### config.mk
export PLATFORM = sky130hd
export DESIGN_NAME = signed_sar_search_flat
export DESIGN_NICKNAME = d
export VERILOG_FILES = /design/src/rtl/signed_sar_search_if.sv /design/src/rtl/signed_sar_search.sv /design/src/flat_wrapper.sv
export SDC_FILE = /design/constraint.sdc
export NUM_CORES = 1
export LEC_CHECK = 0
export CAP_MARGIN = 30
export CORE_MARGIN = 5
export CORE_UTILIZATION = 57
export CTS_CLUSTER_DIAMETER = 40
export DETAILED_ROUTE_END_ITERATION = 10
export GPL_TIMING_DRIVEN = 0
export PLACE_DENSITY = 0.84
export SYNTH_ARGS = -nofsm -noshare
export SYNTH_HDL_FRONTEND = slang
export SYNTH_SLANG_ARGS = --single-unit
### constraint.sdc
create_clock -name clk -period 3.54 [get_ports clk]
set_clock_uncertainty 0.1 [all_clocks]
set_input_delay 1.062 -clock clk [delete_from_list [all_inputs] [get_ports clk]]
set_output_delay 1.062 -clock clk [all_outputs]
set_load 0.005 [all_outputs]
### src/rtl/signed_sar_search_if.sv
// Probe/response channel between the SAR search engine and a signed comparator.
// The engine drives the probe (comparator B input); the comparator returns g/l/e flags.
interface signed_sar_search_if #(
    parameter int WIDTH = 16
);
    logic [WIDTH-1:0] probe;
    logic             probe_valid;
    logic             cmp_valid;
    logic             cmp_g;
    logic             cmp_l;
    logic             cmp_e;

    modport master (
        output probe, probe_valid,
        input  cmp_valid, cmp_g, cmp_l, cmp_e
    );

    modport slave (
        input  probe, probe_valid,
        output cmp_valid, cmp_g, cmp_l, cmp_e
    );
endinterface

### src/rtl/signed_sar_search.sv
// Successive-approximation search that recovers a signed target from g/l/e comparator feedback.
// Works in offset-binary space (value ^ MSB) so the signed order matches the unsigned bit order.
module signed_sar_search #(
    parameter int WIDTH = 16
) (
    input  logic                 clk,
    input  logic                 rst_n,
    input  logic                 i_start,
    signed_sar_search_if.master  bus,
    output logic                 o_busy,
    output logic                 o_done,
    output logic [WIDTH-1:0]     o_result,
    output logic                 o_error
);
    localparam int IW = $clog2(WIDTH);
    localparam logic [WIDTH-1:0] MSB = {1'b1, {(WIDTH-1){1'b0}}};
    localparam logic [WIDTH-1:0] ONE = {{(WIDTH-1){1'b0}}, 1'b1};

    localparam logic [0:0] S_IDLE  = 1'b0;
    localparam logic [0:0] S_PROBE = 1'b1;

    logic [0:0]       r_state;
    logic [WIDTH-1:0] r_acc;
    logic [IW-1:0]    r_idx;
    logic [WIDTH-1:0] r_probe;
    logic [WIDTH-1:0] r_result;
    logic             r_done;
    logic             r_error;

    logic [WIDTH-1:0] w_bit;
    logic [WIDTH-1:0] w_trial;
    logic [WIDTH-1:0] w_acc_nxt;
    logic [WIDTH-1:0] w_probe_nxt;
    logic             w_accept;
    logic             w_onehot;
    logic             w_last;

    assign w_bit       = ONE << r_idx;
    assign w_trial     = r_acc | w_bit;
    assign w_acc_nxt   = bus.cmp_g ? w_trial : r_acc;
    // Next probe is the trial for bit i-1, built on the just-updated accumulator.
    assign w_probe_nxt = (w_acc_nxt | (w_bit >> 1)) ^ MSB;
    assign w_accept    = (r_state == S_PROBE) && bus.cmp_valid;
    assign w_onehot    = ({bus.cmp_g, bus.cmp_l, bus.cmp_e} == 3'b100) ||
                         ({bus.cmp_g, bus.cmp_l, bus.cmp_e} == 3'b010) ||
                         ({bus.cmp_g, bus.cmp_l, bus.cmp_e} == 3'b001);
    assign w_last      = (r_idx == '0);

    always_ff @(posedge clk or negedge rst_n) begin
        if (!rst_n) begin
            r_state  <= S_IDLE;
            r_acc    <= '0;
            r_idx    <= '0;
            r_probe  <= '0;
            r_result <= '0;
            r_done   <= 1'b0;
            r_error  <= 1'b0;
        end else begin
            r_done <= 1'b0;
            case (r_state)
                S_IDLE: begin
                    if (i_start) begin
                        r_acc   <= '0;
                        r_idx   <= IW'(WIDTH - 1);
                        r_error <= 1'b0;
                        r_probe <= '0;   // first trial is MSB, i.e. signed zero
                        r_state <= S_PROBE;
                    end
                end
                S_PROBE: begin
                    if (w_accept) begin
                        if (!w_onehot) begin
                            r_error <= 1'b1;
                            r_probe <= '0;
                            r_state <= S_IDLE;
                        end else if (bus.cmp_e) begin
                            r_result <= r_probe;
                            r_done   <= 1'b1;
                            r_probe  <= '0;
                            r_state  <= S_IDLE;
                        end else if (w_last) begin
                            r_result <= w_acc_nxt ^ MSB;
                            r_done   <= 1'b1;
                            r_probe  <= '0;
                            r_state  <= S_IDLE;
                        end else begin
                            r_acc   <= w_acc_nxt;
                            r_idx   <= r_idx - 1'b1;
                            r_probe <= w_probe_nxt;
                        end
                    end
                end
                default: r_state <= S_IDLE;
            endcase
        end
    end

    assign bus.probe       = r_probe;
    assign bus.probe_valid = (r_state == S_PROBE);
    assign o_busy          = (r_state == S_PROBE);
    assign o_done          = r_done;
    assign o_result        = r_result;
    assign o_error         = r_error;
endmodule

### src/flat_wrapper.sv
// flat-port wrapper written by rule: the top's interface ports become plain ports
module signed_sar_search_flat 
#(
    parameter int WIDTH = 16
)
  (clk, rst_n, i_start, o_busy, o_done, o_result, o_error, bus_probe, bus_probe_valid, bus_cmp_valid, bus_cmp_g, bus_cmp_l, bus_cmp_e);
  signed_sar_search_if #(.WIDTH(WIDTH)) bus_i ();
  input  logic clk;
  input  logic rst_n;
  input  logic i_start;
  output logic o_busy;
  output logic o_done;
  output logic [WIDTH-1:0] o_result;
  output logic o_error;
  output wire logic [$bits(bus_i.probe)-1:0] bus_probe;
  output wire logic [$bits(bus_i.probe_valid)-1:0] bus_probe_valid;
  input wire logic [$bits(bus_i.cmp_valid)-1:0] bus_cmp_valid;
  input wire logic [$bits(bus_i.cmp_g)-1:0] bus_cmp_g;
  input wire logic [$bits(bus_i.cmp_l)-1:0] bus_cmp_l;
  input wire logic [$bits(bus_i.cmp_e)-1:0] bus_cmp_e;
  assign bus_probe = bus_i.probe;
  assign bus_probe_valid = bus_i.probe_valid;
  assign bus_i.cmp_valid = bus_cmp_valid;
  assign bus_i.cmp_g = bus_cmp_g;
  assign bus_i.cmp_l = bus_cmp_l;
  assign bus_i.cmp_e = bus_cmp_e;
  signed_sar_search #(.WIDTH(WIDTH)) u_core (.clk(clk), .rst_n(rst_n), .i_start(i_start), .bus(bus_i), .o_busy(o_busy), .o_done(o_done), .o_result(o_result), .o_error(o_error));
endmodule
Word level (Yosys, flattened, before mapping)
Cells that the tools add are included.

storage, ports and cells
  register bits after elaboration = 55
  bits of input ports = 7
  output and inout port bits = 36

cells by class
  reductions and logical operators = 9
  $add $sub $neg = 1
  bitwise operators = 5
  muxes and demuxes = 35
  equality and inequality tests = 9
  shift-type cells = 1

operators with widths
  kind                                                  count
  2-to-1 mux 16 bit                                     12
  one-hot mux 16 bit (2 select lines)                   2
  2-to-1 mux 4 bit                                      5
  OR 16 x 15 -> 16 bit                                  1
  OR 16 bit                                             1
  left shift 1 x 4 -> 16 bit (first input constant)     1
  2-to-1 mux 1 bit                                      13
  != test 2 bit (second input constant)                 6
  one-hot mux 4 bit (2 select lines)                    1
  AND reduction 5 bit                                   1
  zero test 4 bit                                       1
  one-hot mux 1 bit (2 select lines)                    2
  AND reduction 4 bit                                   1
  subtractor 4 x 1 -> 4 bit (second input constant)     1
  equality test 3 x 1 -> 1 bit (second input constant)  1
  equality test 3 x 2 -> 1 bit (second input constant)  1
  equality test 3 bit (second input constant)           1
  inverter 1 bit                                        3
  AND reduction 3 bit                                   1
  logical OR 1 bit                                      2
  AND reduction 2 bit                                   1
  nonzero test 2 bit                                    1
  logical AND 1 bit                                     1

Longest topological paths before layout
  depth in word-level cells = 10
  depth in mapped cells = 8

Least setup slack after synthesis
No wires, ideal clock.

  path kind = in2reg
  start = in bus_cmp_e
  end = reg u_core.r_result[12], in the netlist u_core.o_result[12]
  data arrival time = 2.141 ns
  stages on the path = 6
  path buffers = 2
  library setup time = 0.139 ns
  setup slack = 1.160 ns
  cells stage by stage = buf_2 o21ai_0 o21ai_0 nor3_4 buf_4 o221ai_1

on the way
  longest elaborated chain between the ends = 4
  elaborated cells on any way between the ends = 8
  classes of those cells = 3 x eq/ne; 1 x mux; 4 x reduce/logical

RTL lines
  item                                                                        line                                              text
  start: declaration                                                          flat_wrapper.sv:20                                input wire logic [$bits(bus_i.cmp_e)-1:0] bus_cmp_e;
  equality test 3 bit / equality test 3 x 2 -> 1 bit (equally long branches)  signed_sar_search.sv:44, signed_sar_search.sv:45
  logical OR 1 bit                                                            signed_sar_search.sv:44                           assign w_onehot = ({bus.cmp_g, bus.cmp_l, bus.cmp_e} == 3'b100) ||
  logical OR 1 bit                                                            signed_sar_search.sv:45                           ({bus.cmp_g, bus.cmp_l, bus.cmp_e} == 3'b010) ||
  AND reduction 4 bit (no source line)                                        n/a
  end signal: assignment                                                      signed_sar_search.sv:77                           r_result <= r_probe;
  end signal: assignment                                                      signed_sar_search.sv:82                           r_result <= w_acc_nxt ^ MSB;
  end: declaration                                                            signed_sar_search.sv:26                           logic [WIDTH-1:0] r_result;

Several ways; a longest one is shown, not always the timed one.
A chain may end at the register's enable or synchronous reset.

Worst setup path in the final report
  start = in i_start
  end = reg u_core.r_probe[1], in the netlist u_core.bus.probe[1]

on the way
  longest elaborated chain between the ends = 2

RTL lines
  item                                  line                     text
  start: declaration                    flat_wrapper.sv:10       input logic i_start;
  != test 2 bit (no source line)        n/a
  AND reduction 2 bit (no source line)  n/a
  end signal: assignment                signed_sar_search.sv:89  r_probe <= w_probe_nxt;
  end: declaration                      signed_sar_search.sv:25  logic [WIDTH-1:0] r_probe;

Every way passes these cells.

==> impl_metrics.py <==
metrics = {
    "run_status": {
        "status": "finished clean",
    },
    "synthesis": {
        "yosys-mux-area-fraction": 0.00422,
        "synth-simple-area-share": 0.143,
        "synthDistinctLibCells": 42,
        "yosys_warnings": 0,
        "synth_area_leaders": "dfrtp_1, a21oi_1, o221ai_1",
        "netlist.top_cell.by_area": "dfrtp_1",
        "synthArstFlopShare": 1.00,
        "synth_xor_area_frac": 0.00656,
        "synth_top_family_by_area": "compound AO/OA/AOI/OAI gates",
        "synth_area_sq_um": 2670,
        "synth_seq_area_share": 0.516,
        "synth_fa_ha_area_frac": 0.0234,
        "syn_area_per_cell_sq_um": 10.1,
        "synthesis.nets": 277,
        "synth_cells": 265,
        "synthFlopType": "dfrtp_1",
        "synth_compound_area_frac": 0.236,
        "ys_ff_latch": 55,
        "synth.top_cells.by_count": "dfrtp_1, a21oi_1, nand2_1",
        "synth_top_area_frac": 0.516,
        "synth-edff-count": 0,
        "synth_most_common_cell": "dfrtp_1",
    },
    "pwr": {
        "leakage_nw": 1.39,
        "ir_drop_mv": 0.266,
        "powerDensity_nw_per_um2": 424,
    },
    "placed_design": {
        "placed_area_sq_um": 3160,
        "place_inst": 359,
        "gp_congestion": 0.878,
        "dp_hpwl_um": 4860,
        "numPortBuffers": 41,
    },
    "floorplanning": {
        "ios": 43,
        "die_x_um": 78.4,
        "start_util": 0.601,
        "coreArea_sq_um": 4440,
        "die-area_sq_um": 6150,
        "die_y_um": 78.4,
        "core.rowCount": 24,
    },
    "timing": {
        "clock.fmax_mhz": 334,
        "relSlewSlack": 0.450,
        "rsz0062_at_grt": "no",
        "finalSetupViolCount": 0,
        "worstMarginPinSlew_ps": 817,
        "post-route-period-util": 0.845,
        "fin_hold_ws_ps": 412,
        "setup_tns_ps": 0,
        "drv_slew": 0,
        "hold_viol_final": 0,
        "period_needed_ps": 2990,
    },
    "worst_setup_path": {
        "endpoint_kind": "flip-flop",
        "cp_common_cell": "clkbuf_1",
        "r2r_start": "u_core.r_idx[0]",
        "crit_cells": 7,
        "crit_chain": "clkdlybuf4s50_1 -> nor2b_1 -> clkbuf_1 -> nor2_1 -> clkbuf_1 -> nand2_1 -> o31ai_1",
        "slowest_stage": "nor2_1",
        "r2r-end": "u_core.o_result[9]",
        "reg2reg_slack_ps": 1010,
        "cp.arrival_ps": 3110,
        "cp.buffers_inverters": 3,
        "worstRegToRegCells": 8,
        "cpPeakStageDelay_ps": 540,
        "crit_fanout": 10,
        "crit_path_start": "i_start",
        "crit_required_ps": 3660,
        "endpoint": "u_core.bus.probe[1]",
        "critPathLaunchType": "input port",
        "path_delay_family": "buffers and inverters",
        "crit_type": "input port to flip-flop",
    },
    "route": {
        "wl_per_cell_um": 18.9,
        "dr.pass1.iters": 5,
        "viasPerCell": 6.27,
        "drt_wl_total_um": 6920,
        "drc_errors": 0,
        "drtAntennaViolNets": 0,
        "initialDrtViolationCount": 310,
        "num_vias": 2301,
    },
    "grt": {
        "antenna_found_initial": 0,
        "grt.total_usage": 0.245,
        "grt_pass1_vias": 2214,
        "grt_max_degree": 37,
        "grt-ovfl-total": 0,
        "grt_pass1_wl_um": 11600,
    },
    "cts": {
        "cts_tree": "yes",
        "ctsResizeCount": 0,
        "path_clk_slew_ps": 100,
        "cts_hold_buf": 0,
        "numCtsBuffers": 5,
        "cts.htree.levels": 2,
        "clock_sinks": 55,
        "clk_latency_ps": 320,
        "cts_buffer_depth": 2,
        "cts_setup_buffers": 0,
        "cts_root_buf": "clkbuf_8",
    },
    "final_layout": {
        "drive_gt1_frac": 0.0825,
        "finalNonFillerCells": 367,
        "fin_area_sq_um": 3260,
        "syn2layout_area_growth_pct": 22.3,
        "regArea_sq_um": 1380,
        "finish.utilization": 0.734,
        "layout.nets": 326,
        "multiInputGateArea_sq_um": 1100,
        "diodes": 0,
        "fillers": 346,
    },
    "min_path": {
        "holdPathStages": 2,
        "hold_path_class": "flip-flop to flip-flop",
    },
    "run": {
        "cap_violations": 0,
    },
}
-- power breakdown --
group	internal, W	leakage, nW	switching (W)
clock network	0.000178	0.0505	0.000211
registers	0.000665	0.741	0.0000289
logic	0.000128	0.598	0.000173
-- sequential cells by signal, summed over array words and instances, names as in the netlist --
register	flops
u_core.o_result	16
u_core.o_error	1
u_core.o_done	1
u_core.r_acc	16
u_core.bus.probe_valid	1
u_core.bus.probe	16
u_core.r_idx	4
-- how the worst min path moves through the flow --
stage / startpoint / endpoint / slack (ps)
after floorplan: u_core.r_acc[15] / u_core.r_acc[15] / 360
final: u_core.bus.probe[13] / u_core.bus.probe[13] / 410
after global placement: u_core.r_acc[7] / u_core.r_acc[7] / 380
after detailed placement: u_core.bus.probe[14] / u_core.bus.probe[14] / 390
after global routing: u_core.bus.probe[14] / u_core.bus.probe[14] / 440
after CTS: u_core.bus.probe[14] / u_core.bus.probe[14] / 410
-- tightest hold or removal path: stages (launching register included) --
cell and delay (ps):
dfrtp_1 370, nand2_1 50, o31ai_1 60
-- cell usage in the layout, fill, tap and decap left out, types with 5 or more instances in the layout --
| cell | n |
|---|---|
| clkbuf_1 | 9 |
| inv_1 | 22 |
| nor2_1 | 11 |
| nand2_1 | 30 |
| dfrtp_1 | 55 |
| a32o_1 | 7 |
| clkdlybuf4s50_1 | 40 |
| clkbuf_8 | 7 |
| buf_2 | 6 |
| and2_1 | 6 |
| ha_1 | 5 |
| a31oi_1 | 6 |
| o31ai_1 | 16 |
| a21oi_1 | 31 |
| o221ai_1 | 15 |
| nor2b_1 | 5 |
-- metal layers --
layer  global-route usage  up-vias  wire length (um)
li1                     -     1056                 -
met1                0.338     1105              2890
met2                0.395      126              3350
met3               0.0481       14               548
met4               0.0769        0               129
met5                    0        -                 0
-- kinds of logic after synthesis --
kind of cell             count (synthesis)
AND/OR/NAND/NOR                         71
buffers and inverters                   41
XOR/XNOR                                 2
adder cells (fa/ha/maj)                  5
AO/OA/AOI/OAI                           90
flip-flops                              55
multiplexers                             1
-- per-stage QoR --
stage               setup WS (ps)  total power, W
floorplan                    1160        0.000862
global placement             -321        0.000997
detailed placement            272         0.00100
CTS                           595         0.00138
global route                  368         0.00145
finish                        550         0.00138
-- final cells by class --
type	count	share of cell area
well taps	52	0.0199
plain buffers	19	0.0330
clock inverters	1	0.00230
repair buffers	42	0.130
clock buffers	7	0.0295
multi-input cells	169	0.338
flip-flops and latches	55	0.422
inverters	22	0.0253
(Power assumes the default switching activity.)
